File: src/rtl/messbauer_diff_discriminator_receiver.sv
// Differential-discriminator receiver: classifies lower/upper threshold impulses and publishes per-channel counts.
// Optional MESSBAUER_DISCR_INPUT_SYNC_EN adds a 2-flop synchronizer on every input for asynchronous discriminators.
module messbauer_diff_discriminator_receiver #(
  parameter int COUNTER_WIDTH   = 16,
  parameter int CHANNEL_WIDTH   = 12,
  parameter int CHANNELS        = 4096,
  parameter int MIN_LOWER_WIDTH = 1,
  parameter int MAX_LOWER_WIDTH = 64
) (
  input  logic                     aclk,
  input  logic                     areset_n,
  input  logic                     lower_threshold,
  input  logic                     upper_threshold,
  input  logic                     channel,
  output logic [COUNTER_WIDTH-1:0] accepted_count,
  output logic [COUNTER_WIDTH-1:0] rejected_count,
  output logic [CHANNEL_WIDTH-1:0] channel_number,
  output logic                     count_valid,
  output logic                     overflow
);

  localparam int WW = $clog2(MAX_LOWER_WIDTH + 1);
  localparam logic [WW-1:0] MIN_W = WW'(MIN_LOWER_WIDTH);
  localparam logic [WW-1:0] MAX_W = WW'(MAX_LOWER_WIDTH);
  localparam logic [COUNTER_WIDTH-1:0] CNT_MAX = '1;
  localparam logic [CHANNEL_WIDTH-1:0] LAST_CH = CHANNEL_WIDTH'(CHANNELS - 1);

  localparam logic [1:0] IDLE       = 2'd0;
  localparam logic [1:0] LOWER_HIGH = 2'd1;
  localparam logic [1:0] CLASSIFY   = 2'd2;
  localparam logic [1:0] STUCK      = 2'd3;

  logic [1:0] rst_pipe;
  logic       rst_n;

  // Asserts asynchronously, releases two clocks after areset_n rises.
  always_ff @(posedge aclk or negedge areset_n) begin
    if (!areset_n) rst_pipe <= '0;
    else           rst_pipe <= {rst_pipe[0], 1'b1};
  end
  assign rst_n = rst_pipe[1];

  logic [2:0] in_raw, in_q;
  logic       lower_prev, channel_prev;
  assign in_raw = {channel, upper_threshold, lower_threshold};

`ifdef MESSBAUER_DISCR_INPUT_SYNC_EN
  logic [2:0] sync1, sync2;
  always_ff @(posedge aclk or negedge rst_n) begin
    if (!rst_n) begin
      sync1 <= '1;
      sync2 <= '1;
    end else begin
      sync1 <= in_raw;
      sync2 <= sync1;
    end
  end
`else
  logic [2:0] sync2;
  assign sync2 = in_raw;
`endif

  // NOTE: input history resets high so a line already high at reset release is not seen as a new rising edge.
  always_ff @(posedge aclk or negedge rst_n) begin
    if (!rst_n) begin
      in_q         <= '1;
      lower_prev   <= 1'b1;
      channel_prev <= 1'b1;
    end else begin
      in_q         <= sync2;
      lower_prev   <= in_q[0];
      channel_prev <= in_q[2];
    end
  end

  logic lower_rise, lower_fall, chan_rise;
  assign lower_rise = in_q[0] & ~lower_prev;
  assign lower_fall = ~in_q[0] & lower_prev;
  assign chan_rise  = in_q[2] & ~channel_prev;

  logic [1:0]    state, state_next;
  logic [WW-1:0] width, width_next;
  logic          reject, reject_next;
  logic          inc_acc, inc_rej;

  // NOTE: every combinational output gets a default first so no latch is inferred.
  always_comb begin
    state_next  = state;
    width_next  = width;
    reject_next = reject;
    inc_acc     = 1'b0;
    inc_rej     = 1'b0;
    case (state)
      IDLE: if (lower_rise) begin
        state_next  = LOWER_HIGH;
        width_next  = WW'(1);
        reject_next = in_q[1];
      end
      LOWER_HIGH: begin
        if (in_q[1]) reject_next = 1'b1;
        if (lower_fall) begin
          state_next = CLASSIFY;
        end else if (width == MAX_W) begin
          inc_rej    = 1'b1;
          state_next = STUCK;
        end else begin
          width_next = width + 1'b1;
        end
      end
      CLASSIFY: begin
        if (reject || width < MIN_W) inc_rej = 1'b1;
        else                         inc_acc = 1'b1;
        state_next = IDLE;
      end
      STUCK: if (!in_q[0]) state_next = IDLE;
      default: state_next = IDLE;
    endcase
  end

  logic [COUNTER_WIDTH-1:0] acc, rej, acc_sum, rej_sum;
  logic                     acc_sat, rej_sat;
  logic [CHANNEL_WIDTH-1:0] chan_idx;

  assign acc_sat = inc_acc && (acc == CNT_MAX);
  assign rej_sat = inc_rej && (rej == CNT_MAX);
  assign acc_sum = (inc_acc && !acc_sat) ? acc + 1'b1 : acc;
  assign rej_sum = (inc_rej && !rej_sat) ? rej + 1'b1 : rej;

  // NOTE: sequential state uses non-blocking assignments only.
  always_ff @(posedge aclk or negedge rst_n) begin
    if (!rst_n) begin
      state          <= IDLE;
      width          <= '0;
      reject         <= 1'b0;
      acc            <= '0;
      rej            <= '0;
      chan_idx       <= '0;
      accepted_count <= '0;
      rejected_count <= '0;
      channel_number <= '0;
      count_valid    <= 1'b0;
      overflow       <= 1'b0;
    end else begin
      state    <= state_next;
      width    <= width_next;
      reject   <= reject_next;
      overflow <= overflow | acc_sat | rej_sat;
      // A classification in the closing cycle still belongs to the closing channel.
      if (chan_rise) begin
        accepted_count <= acc_sum;
        rejected_count <= rej_sum;
        channel_number <= chan_idx;
        count_valid    <= 1'b1;
        acc            <= '0;
        rej            <= '0;
        chan_idx       <= (chan_idx == LAST_CH) ? '0 : chan_idx + 1'b1;
      end else begin
        count_valid <= 1'b0;
        acc         <= acc_sum;
        rej         <= rej_sum;
      end
    end
  end

endmodule

File: config.mk
export PLATFORM = sky130hd
export DESIGN_NAME = messbauer_diff_discriminator_receiver
export DESIGN_NICKNAME = d
export VERILOG_FILES = /design/src/rtl/messbauer_diff_discriminator_receiver.sv
export SDC_FILE = /design/constraint.sdc
export NUM_CORES = 1
export LEC_CHECK = 0
export CORE_ASPECT_RATIO = 0.7
export CORE_MARGIN = 4
export CORE_UTILIZATION = 45
export CTS_CLUSTER_SIZE = 25
export DETAILED_ROUTE_END_ITERATION = 6
export MAX_ROUTING_LAYER = met4
export PLACE_DENSITY = 0.75
export SETUP_SLACK_MARGIN = 0.4
export SKIP_LAST_GASP = 1
export SLEW_MARGIN = 30
export SYNTH_ARGS = -nofsm -noshare
export SYNTH_HDL_FRONTEND = slang
export SYNTH_SLANG_ARGS = --single-unit
File: constraint.sdc
create_clock -name aclk -period 6.6 [get_ports aclk]
set_input_delay 0.99 -clock aclk [delete_from_list [all_inputs] [get_ports aclk]]
set_output_delay 0.99 -clock aclk [all_outputs]
set_load 0.01 [all_outputs]
# After elaboration in Yosys (flattened, before gate mapping)
# Index checks and enable logic that the tools add are counted.
[word_totals] regBits=107 input_bits=5 out_inout_bits=46 elab_cells=77
[classes] add_sub_neg=4 reduce_logical=12 bitwise=8 mux=24 order_cmp=1 eq_ne=13
[ops] cell="16-bit two-way mux" count=4
[ops] cell="16-bit by 1-bit adder with 16-bit output (second input constant)" count=2
[ops] cell="16-bit == test (second input constant)" count=2
[ops] cell="7-bit two-way mux" count=3
[ops] cell="7-bit case mux with 2 select lines" count=1
[ops] cell="12-bit by 1-bit adder with 12-bit output (second input constant)" count=1
[ops] cell="12-bit == test (second input constant)" count=1
[ops] cell="12-bit two-way mux" count=1
[ops] cell="2-bit inequality test (second input constant)" count=5
[ops] cell="1-bit two-way mux" count=8
[ops] cell="2-bit two-way mux" count=4
[ops] cell="2-bit case mux with 4 select lines" count=1
[ops] cell="7-bit by 1-bit adder with 7-bit output (second input constant)" count=1
[ops] cell="7-bit == test (second input constant)" count=1
[ops] cell="7-bit by 1-bit less-than comparator with 1-bit output (second input constant)" count=1
[ops] cell="3-bit AND reduction" count=2
[ops] cell="2-bit == test (second input constant)" count=2
[ops] cell="1-bit logical AND" count=4
[ops] cell="1-bit case mux with 2 select lines" count=2
[ops] cell="4-bit AND reduction" count=1
[ops] cell="1-bit bitwise AND" count=3
[ops] cell="3-bit inequality test (second input constant)" count=1
[ops] cell="1-bit NOT" count=3
[ops] cell="2-bit by 1-bit == test with 1-bit output (second input constant)" count=1
[ops] cell="other kinds (5)" count=7

# Logic depth before layout (Yosys ltp)
# Gate-level depths: netlist (run 1).
[depth] depth_word=9 depth_mapped=9 ltp_nobuf=7

# Worst setup path after synthesis (run 1)
# Ideal clock, no wire load.
[synth_timing] kind="register -> register" start="reg acc[0]" end="reg accepted_count[13]" period_less_slack_ns=2.088 required_time_ns=6.518 slack_ns=4.512 path_stages_with_launch=9 setup_ns=0.082 path_buffers=2 t_arrival_ns=2.006 path_cell_list="dfrtp_1 > ha_1 > nand4_1 > or3_1 > clkbuf_1 > o21ai_1 > buf_2 > or4_1 > a31oi_1"
[synth_via] elab_chain_len=5 elab_cells_between_ends=6 classes_between="1 x add/sub; 1 x eq/ne; 1 x mux; 3 x reduce/logical"
[synth_lines] item="from (decl)" line_no="120" source="logic [COUNTER_WIDTH-1:0] acc, rej, acc_sum, rej_sum;"
[synth_lines] item="from (signal assigned)" line_no="159" source="acc <= acc_sum;"
[synth_lines] item="branches (longest 4 deep; another with 16-bit by 1-bit adder with 16-bit output)"
[synth_lines] item="16-bit two-way mux (*)" line_no="126" source="assign acc_sum = (inc_acc && !acc_sat) ? acc + 1'b1 : acc;"
[synth_lines] item="to (signal assigned)" line_no="150" source="accepted_count <= acc_sum;"
[synth_lines] item="to (decl)" line_no="15" source="output logic [COUNTER_WIDTH-1:0] accepted_count,"
# Every way passes the cells marked *.
# A chain may end at the register's enable or synchronous reset.

# Worst setup path after layout (run 1)
[layout_timing] start="reg state[1]" end="reg width[3]"
[layout_via] elab_chain_len=3 elab_cells_between_ends=8 classes_between="4 x eq/ne; 1 x mux; 3 x reduce/logical"
[layout_lines] item="from (decl)" line_no="81" source="logic [1:0] state, state_next;"
[layout_lines] item="from (signal assigned)" line_no="144" source="state <= state_next;"
[layout_lines] item="2-bit by 1-bit == test with 1-bit output / 2-bit zero test (equally long branches)" line_no="93" source="case (state)"
[layout_lines] item="2-bit inequality test (no source line) / 2-bit nonzero test (equally long branches)"
[layout_lines] item="4-bit AND reduction (no source line)"
[layout_lines] item="to (signal assigned)" line_no="145" source="width <= width_next;"
[layout_lines] item="to (decl)" line_no="82" source="logic [WW-1:0] width, width_next;"
# Several ways; a longest one is shown, not always the timed one.

==> results of run 1 <==
[metrics by stage]
step / setup slack [ns] / total power, mW / utilization [%] / hold WS [ns] / cell area (µm²)
CTS: 4.20 / 1.74 / 55.0 / 0.355 / 5760
global route: 3.97 / 1.82 / 55.0 / 0.378 / 5760
detailed placement: 4.23 / 1.22 / 52.3 / 0.342 / 5470
floorplan: 3.41 / 1.08 / - / 0.331 / 4880
finish: 4.23 / 1.72 / 55.0 / 0.325 / 5760
global placement: 4.35 / 1.19 / 52.3 / 0.340 / 5470
[report_power, final]
| group | internal [mW] | leakage [nW] | switching [mW] | total [mW] |
|---|---|---|---|---|
| registers | 0.741 | 1.39 | 0.0874 | 0.829 |
| logic | 0.168 | 0.889 | 0.208 | 0.376 |
| clock network | 0.279 | 0.136 | 0.237 | 0.516 |
| total | 1.19 | 2.41 | 0.533 | 1.72 |
[cells in the final DEF, fill, tap and decap left out, drive strengths merged, types with 2 or more instances in the layout]
master	n
clkdlybuf4s50	50
o21ai	33
and4	7
clkbuf	12
and2	2
nor2	49
nand3	21
nor3	10
or3	17
xor2	9
or4	8
buf	4
dfstp	5
dfrtp	102
a21oi	34
o31ai	13
xnor2	9
inv	16
nor4	3
nand4	12
clkinvlp	2
a31oi	20
ha	9
and3	8
o211ai	5
nand2	73
[final cells by class]
type | count | area share (%)
clock inverter | 4 | 0.564
inverter | 14 | 0.912
clock buffer | 12 | 4.45
sequential | 107 | 46.6
timing repair buffer | 54 | 9.21
multi-input combinational | 358 | 35.4
tap | 132 | 2.87
[metal layers]
metal | up-vias | part of all wire, %
met1 | 1827 | 50
met3 | 9 | 3.8
met5 | - | 0
met4 | 0 | 0.98
li1 | 1871 | -
met2 | 77 | 45
[sequential cells by signal, summed over array words and instances, names as in the netlist, 2 cells and up]
register / flops
channel_number: 12
acc: 16
rst_pipe: 2
accepted_count: 16
in_q: 3
state: 2
width: 7
rej: 16
rejected_count: 16
chan_idx: 12
[critical path: cells and delay by family (launching register included)]
| family | cells | cell delay (ns) |
|---|---|---|
| AOI/OAI and AO/OA | 2 | 0.46 |
| DFF | 1 | 0.40 |
| adders and majority gates | 1 | 0.29 |
| and+or+nand+nor | 2 | 1.06 |
| buffers and inverters | 1 | 0.08 |
[path summary, 6_finish.rpt]
kind | endpoint | slack, ns | cells after the start
hold / removal | count_valid | 0.33 | 0
setup / recovery | width[3] | 4.23 | 6
max in group asynchronous | rej[5] | 5.12 | 1
min in group aclk | rst_pipe[1] | 0.36 | 0
hold reg to reg | count_valid | 0.33 | 0
setup reg to reg | width[3] | 4.23 | 6
[cells in the mapped netlist (all sizes together), types with 2 or more instances]
cell type  count  area (µm²)
ha             9         113
and2           2        12.5
o31ai         13        97.6
xor2           9        78.8
nand3         21         110
clkbuf        20        75.1
nor3          10        50.1
nor2          49         184
dfrtp        102        2550
nand2         73         274
nor4           3        40.0
a21oi         34         170
buf            5        28.8
o211ai         5        37.5
xnor2          9        78.8
and3           8        50.1
dfstp          5         131
nand4         12        75.1
a31oi         20         125
or3           17         106
inv           14        52.6
o21ai         33         165
or4            8        60.1
and4           7        61.3
[kinds of logic after synthesis]
kind of cell | after synthesis | synth area share [%]
fa+ha+maj | 10 | 2.51
buf+inv | 39 | 3.21
mux | 1 | 0.205
other cells | 1 | 0.0769
xor+xnor | 18 | 3.23
compound gates | 114 | 14.1
flops | 107 | 55.0
simple gates | 214 | 21.7
==> Flow_metrics.wiki, run 1 <==
{| class="wikitable"
! Metric !! Value
|-
| Result of the run || completed
|-
| IO Count || 51
|-
| Worst slew margin relative to its limit || around half
|-
| Number of inserted filler cells in the final layout || between 900 and 1000
|-
| Pin count of the biggest net entering global routing || 62
|-
| Leakage power figure || roughly 2.4 nW
|-
| Category of the critical setup timing path || flop to flop
|-
| Crit path from || state[1]
|-
| Post-cts resize count || 0
|-
| Hold buffer count at cts || 0
|-
| Nets@finish || approximately 560
|-
| Most congested layer reported by global routing || met2
|-
| Count of flip-flops with a built-in enable after synthesis || 0
|-
| Synth Cell Area || about 4900 µm²
|-
| Number of warnings issued by yosys || 0
|-
| Count of standard-cell rows || 31
|-
| Top achievable clock speed || between 400 and 500 MHz
|-
| Root buffer cell || sky130_fd_sc_hd__clkbuf_16
|-
| Number of standard cells after synthesis || 504
|-
| Global route total overflow || 0
|-
| First-pass detailed-route iteration total || 4
|-
| Buffers added on ports || 50
|-
| Slowest library cell on the worst path || sky130_fd_sc_hd__nor4_2
|-
| Startpoint Class || flop
|-
| Clock skew || 0.00561 ns
|-
| Skew-Pair Late Insertion Delay || between 0.3 and 0.4 ns
|-
| Number of setup buffers added after CTS || 0
|-
| Total placed cells including tap cells || 665
|-
| Height of the die || about 95 µm
|-
| Share of the yosys chip area belonging to registers || 55.0%
|-
| Kind of path behind the tightest hold check || flop to async pin
|-
| Non-filler cells, final || between 600 and 700
|-
| Share of the clock period used by the worst path || 35.9%
|-
| Power per unit of standard cell area || around 300 nW/µm²
|-
| Routed via count || around 3800
|-
| Last weighted congestion value of the routability-driven placer || about 0.86
|-
| Post-synth ARST share || 100%
|-
| Net count after synthesis || just over 500
|-
| Remaining number of nets flagged by the antenna check after routing || 0
|-
| Origin of the critical flop-to-flop path || state[1]
|-
| Grt met1 use || a little under a quarter
|-
| Fraction of final layout cells sized beyond drive strength 1 || between 5 and 6%
|-
| Number of global-route vias before repair || ~3700
|-
| Clock Sinks || ~110
|-
| First-pass GRT wire length || about 18000 µm
|-
| Via-to-Cell Ratio || 5.56
|-
| Initial Utilization || between 40% and 50%
|-
| Cell variety after synth || 46
|-
| Element type at the critical path end || flop
|-
| Highest fanout seen on the critical path || 11
|-
| Transition time of the tightest slew-check pin || between 0.7 and 0.8 ns
|-
| Max-cap violations || 0
|-
| Clock tree from TritonCTS || done
|-
| Crit-path max cell delay || between 0.6 and 0.7 ns
|-
| Width of the chip || about 130 µm
|-
| Met3 usage || 4.43%
|-
| Area Overhead vs Synth || 18.1%
|-
| Clk slew on worst S/H paths || about 0.07 ns
|-
| Data arrival time of the worst path || roughly 2.6 ns
|-
| Half-perimeter wire length of the detailed placement result || between 6000 and 7000 µm
|-
| Global-route total usage across every layer || roughly 17%
|-
| Initial DRC Count || ~240
|-
| Setup repair after global routing missed its margin || no
|-
| Clock buffer count from CTS || 9
|-
| IR Drop Worst-Case VDD || around 220 µV
|-
| Antenna cell count || 0
|-
| Max-slew violation count || 0
|-
| Setup TNS Final || 0 ns
|-
| Synthesis-stage register bit count || 107
|-
| Met2 track demand over resource || a little over a quarter
|-
| Initial antenna violation count || 0
|-
| Core Region || between 10000 and 15000 µm²
|-
| Longest Clk Path Bufs || 2
|-
| Crit path top cell by count || sky130_fd_sc_hd__a21oi_1
|-
| DRC violation count after routing || 0
|-
| Top_reg_cell synth || sky130_fd_sc_hd__dfrtp_1
|-
| Final Critical Period || around 2.4 ns
|-
| WL/cell || between 10 and 15 µm
|-
| Final-report hold violation count || 0
|-
| Multi-input gate area || between 2000 and 2500 µm²
|-
| Depth of the CTS H-tree || 3
|-
| Mapped Avg Cell Area || just under 10 µm²
|-
| Total die area || around 13000 µm²
|-
| Cell breakdown of the critical path || inv_1 -> ha_1 -> nor4_2 -> a21oi_1 -> or3_1 -> a21oi_1
|-
| Overall routed net length || 9870 µm
|-
| Footprint of the flip-flops and latches || between 2000 and 3000 µm²
|-
| # setup viols final || 0
|-
| Required time worst endpoint || 6.87 ns
|}
(Power assumes the default switching activity.)
==> inputs of run 2 (changes only) <==
Clock period 6.6 ns to 2.46 ns, I/O delays scaled along.
==> run 2 against run 1 <==
Net effect: worst hold slack lost 0.15 ns; setup slack lost 3.9 ns; flip-flop and latch count unchanged; critical path depth unchanged; sequential share of layout area is 4.2 points lower; core utilization is 5.5 points higher.
==> Flow_metrics.wiki, run 2 (same netlist as run 1, synthesis figures left out) <==
{| class="wikitable"
! Metric !! Value
|-
| Worst slew margin relative to its limit || 62.1% (+12 points)
|-
| Antenna cell count || 0 (unchanged)
|-
| Clock Sinks || 107 (unchanged)
|-
| Remaining number of nets flagged by the antenna check after routing || 0 (unchanged)
|-
| Last weighted congestion value of the routability-driven placer || 0.851 (-0.71%)
|-
| Non-filler cells, final || 706 (+3.7%)
|-
| Width of the chip || 132 µm (unchanged)
|-
| Depth of the CTS H-tree || 3 (unchanged)
|-
| DRC violation count after routing || 0 (unchanged)
|-
| Initial antenna violation count || 0 (unchanged)
|-
| Finished Core Util || 60.6% (+5.5 points)
|-
| Max-cap violations || 0 (unchanged)
|-
| Pin count of the biggest net entering global routing || 80 (+29%)
|-
| Initial DRC Count || 231 (-4.9%)
|-
| Fraction of final layout cells sized beyond drive strength 1 || 19.5% (+14 points)
|-
| Required time worst endpoint || 2.74 ns (-4.13 ns)
|-
| Setup TNS Final || 0 ns (unchanged)
|-
| Clock buffer count from CTS || 9 (unchanged)
|-
| Element type at the critical path end || flop
|-
| Via-to-Cell Ratio || 5.75 (+3.4%)
|-
| Worst Reg-to-Reg Cells || 6 (unchanged)
|-
| Clock tree from TritonCTS || done
|-
| Overall routed net length || 11400 µm (+16%)
|-
| First-pass detailed-route iteration total || 4 (unchanged)
|-
| IO Count || 51 (unchanged)
|-
| Setup repair after global routing missed its margin || yes
|-
| Result of the run || completed
|-
| Leading cell types in the layout, fill and taps excluded || sky130_fd_sc_hd__dfrtp_1 (99), sky130_fd_sc_hd__nand2_1 (72), sky130_fd_sc_hd__clkdlybuf4s50_1 (50)
|-
| Initial Utilization || 46.6% (unchanged)
|-
| Startpoint Class || flop
|-
| Half-perimeter wire length of the detailed placement result || 6750 µm (-0.33%)
|-
| Category of the critical setup timing path || flop to flop
|-
| Longest Clk Path Bufs || 2 (unchanged)
|-
| Core Region || 10500 µm² (unchanged)
|-
| Number of global-route vias before repair || 3801 (+3.0%)
|-
| Clk slew on worst S/H paths || 0.07 ns (about the same)
|-
| Hold buffer count at cts || 0 (unchanged)
|-
| R2R setup slack || 0.33 ns (-3.90 ns)
|-
| Destination of the critical timing path || rejected_count[11]
|-
| Endpoint of the worst-slack reg-to-reg timing path || rejected_count[11]
|-
| Power per unit of standard cell area || 819 nW/µm² (+170%)
|-
| Switching pwr || 1.67 mW (+210%)
|-
| Part of the total power dissipated in the clock network || 29.3% (-0.7 points)
|-
| Final Critical Period || 2.13 ns (-0.239 ns)
|-
| Global route total overflow || 0 (unchanged)
|-
| Crit path from || width[2]
|-
| Area Overhead vs Synth || 30.0%
|-
| Top achievable clock speed || 469 MHz (+11%)
|-
| Buffers added on ports || 50 (unchanged)
|-
| Fraction of power spent switching nets || 32.1% (+1.2 points)
|-
| Final-report hold violation count || 0 (unchanged)
|-
| Worst slack after detailed placement || 0.123 ns (-4.10 ns)
|-
| Fraction of power consumed by sequential logic || 42.7% (-5.4 points)
|-
| Skew-Pair Late Insertion Delay || 0.36 ns (about the same)
|-
| Clock skew || 0.00907 ns (+0.00345 ns)
|-
| Routed via count || 4057 (+7.2%)
|-
| Part of the total power dissipated in combinational logic || 28.0% (+6.1 points)
|-
| Share of the clock period used by the worst path || 86.7% (+51 points)
|-
| Highest fanout seen on the critical path || 6 (-5)
|-
| Height of the die || 95.1 µm (unchanged)
|-
| Total placed cells including tap cells || 670 (+0.75%)
|-
| Kind of path behind the tightest hold check || input port to async pin
|-
| Data arrival time of the worst path || 2.42 ns (-0.22 ns)
|-
| Max-slew violation count || 0 (unchanged)
|-
| First-pass GRT wire length || 18100 µm (+3.3%)
|-
| WL/cell || 16.2 µm (+12%)
|-
| # setup viols final || 0 (unchanged)
|-
| Origin of the critical flop-to-flop path || width[2]
|-
| Root buffer cell || sky130_fd_sc_hd__clkbuf_16
|-
| Leakage power figure || 2.60 nW (+7.8%)
|-
| Nets@finish || 583 (+4.5%)
|-
| PnR worst setup slack || 0.328 ns (-3.90 ns)
|-
| Post-Route Hold Slack || 0.172 ns (-0.153 ns)
|-
| Internal power || 3.53 mW (+200%)
|-
| Global-route total usage across every layer || 18.2% (+0.84 points)
|-
| IR Drop Worst-Case VDD || 593 µV (+170%)
|-
| Count of standard-cell rows || 31 (unchanged)
|-
| Total die area || 12600 µm² (unchanged)
|-
| Most common cell after layout, fill and taps aside || sky130_fd_sc_hd__dfrtp_1
|-
| Transition time of the tightest slew-check pin || 0.568 ns (-0.173 ns)
|}
run 2: worst max-delay path, stage by stage (launching register included):
cell                      delay (ns)
sky130_fd_sc_hd__dfrtp_2        0.43
sky130_fd_sc_hd__nor4_4         0.33
sky130_fd_sc_hd__buf_4          0.20
sky130_fd_sc_hd__a21oi_2        0.11
sky130_fd_sc_hd__o32a_4         0.29
sky130_fd_sc_hd__or4b_4         0.53
sky130_fd_sc_hd__a31oi_4        0.16
run 2: timing repair:
action / 4_1_cts / 5_1_grt
resized for setup: 15 / 66
endpoints found under the setup margin: 43 / 46
gates cloned: 2 / 1
pin swaps: 9 / 33
endpoints found under the hold margin: 0 / 0
setup buffers: 9 / 8
run 2: final cells by class:
class | instances | area (µm²)
Sequential cell | 107 | 2690
Clock buffer | 11 | 253
Timing Repair Buffer | 77 | 728
Tap cell | 132 | 165
Fill cell | 861 | 4130
Inverter | 14 | 52.6
Clock inverter | 5 | 60.1
Multi-Input combinational cell | 360 | 2390
run 2: how the worst min path moves through the flow:
stage	end	slack, ns	depth (start not counted)
after floorplan	rst_pipe[0]	0.07	0
after global placement	count_valid	0.25	0
after detailed placement	count_valid	0.25	0
after CTS	rst_pipe[1]	0.17	1
after global routing	rst_pipe[0]	0.16	1
final	rst_pipe[1]	0.17	1
run 2: per-layer routing:
metal	wire length (µm)	vias up	GRT usage, %
met1	5270	2004	23.4
met2	5510	105	28.4
li1	-	1932	-
met3	493	16	5.33
met5	0	-	-
met4	144	0	5.36
run 2: power by group through the flow:
| stage | logic, mW | registers [mW] | clock network (mW) |
|---|---|---|---|
| after floorplan | 0.630 | 2.26 | 0 |
| after global placement | 0.984 | 2.23 | 0 |
| after detailed placement | 1.03 | 2.25 | 0 |
| after CTS | 1.24 | 2.20 | 1.55 |
| after global routing | 1.59 | 2.25 | 1.62 |
| final | 1.46 | 2.22 | 1.52 |
run 2: stage by stage:
stage	power, mW	instance area, µm²
floorplan	2.89	4880
global placement	3.21	5520
detailed placement	3.28	5520
CTS	4.99	5990
global route	5.46	6340
finish	5.20	6340
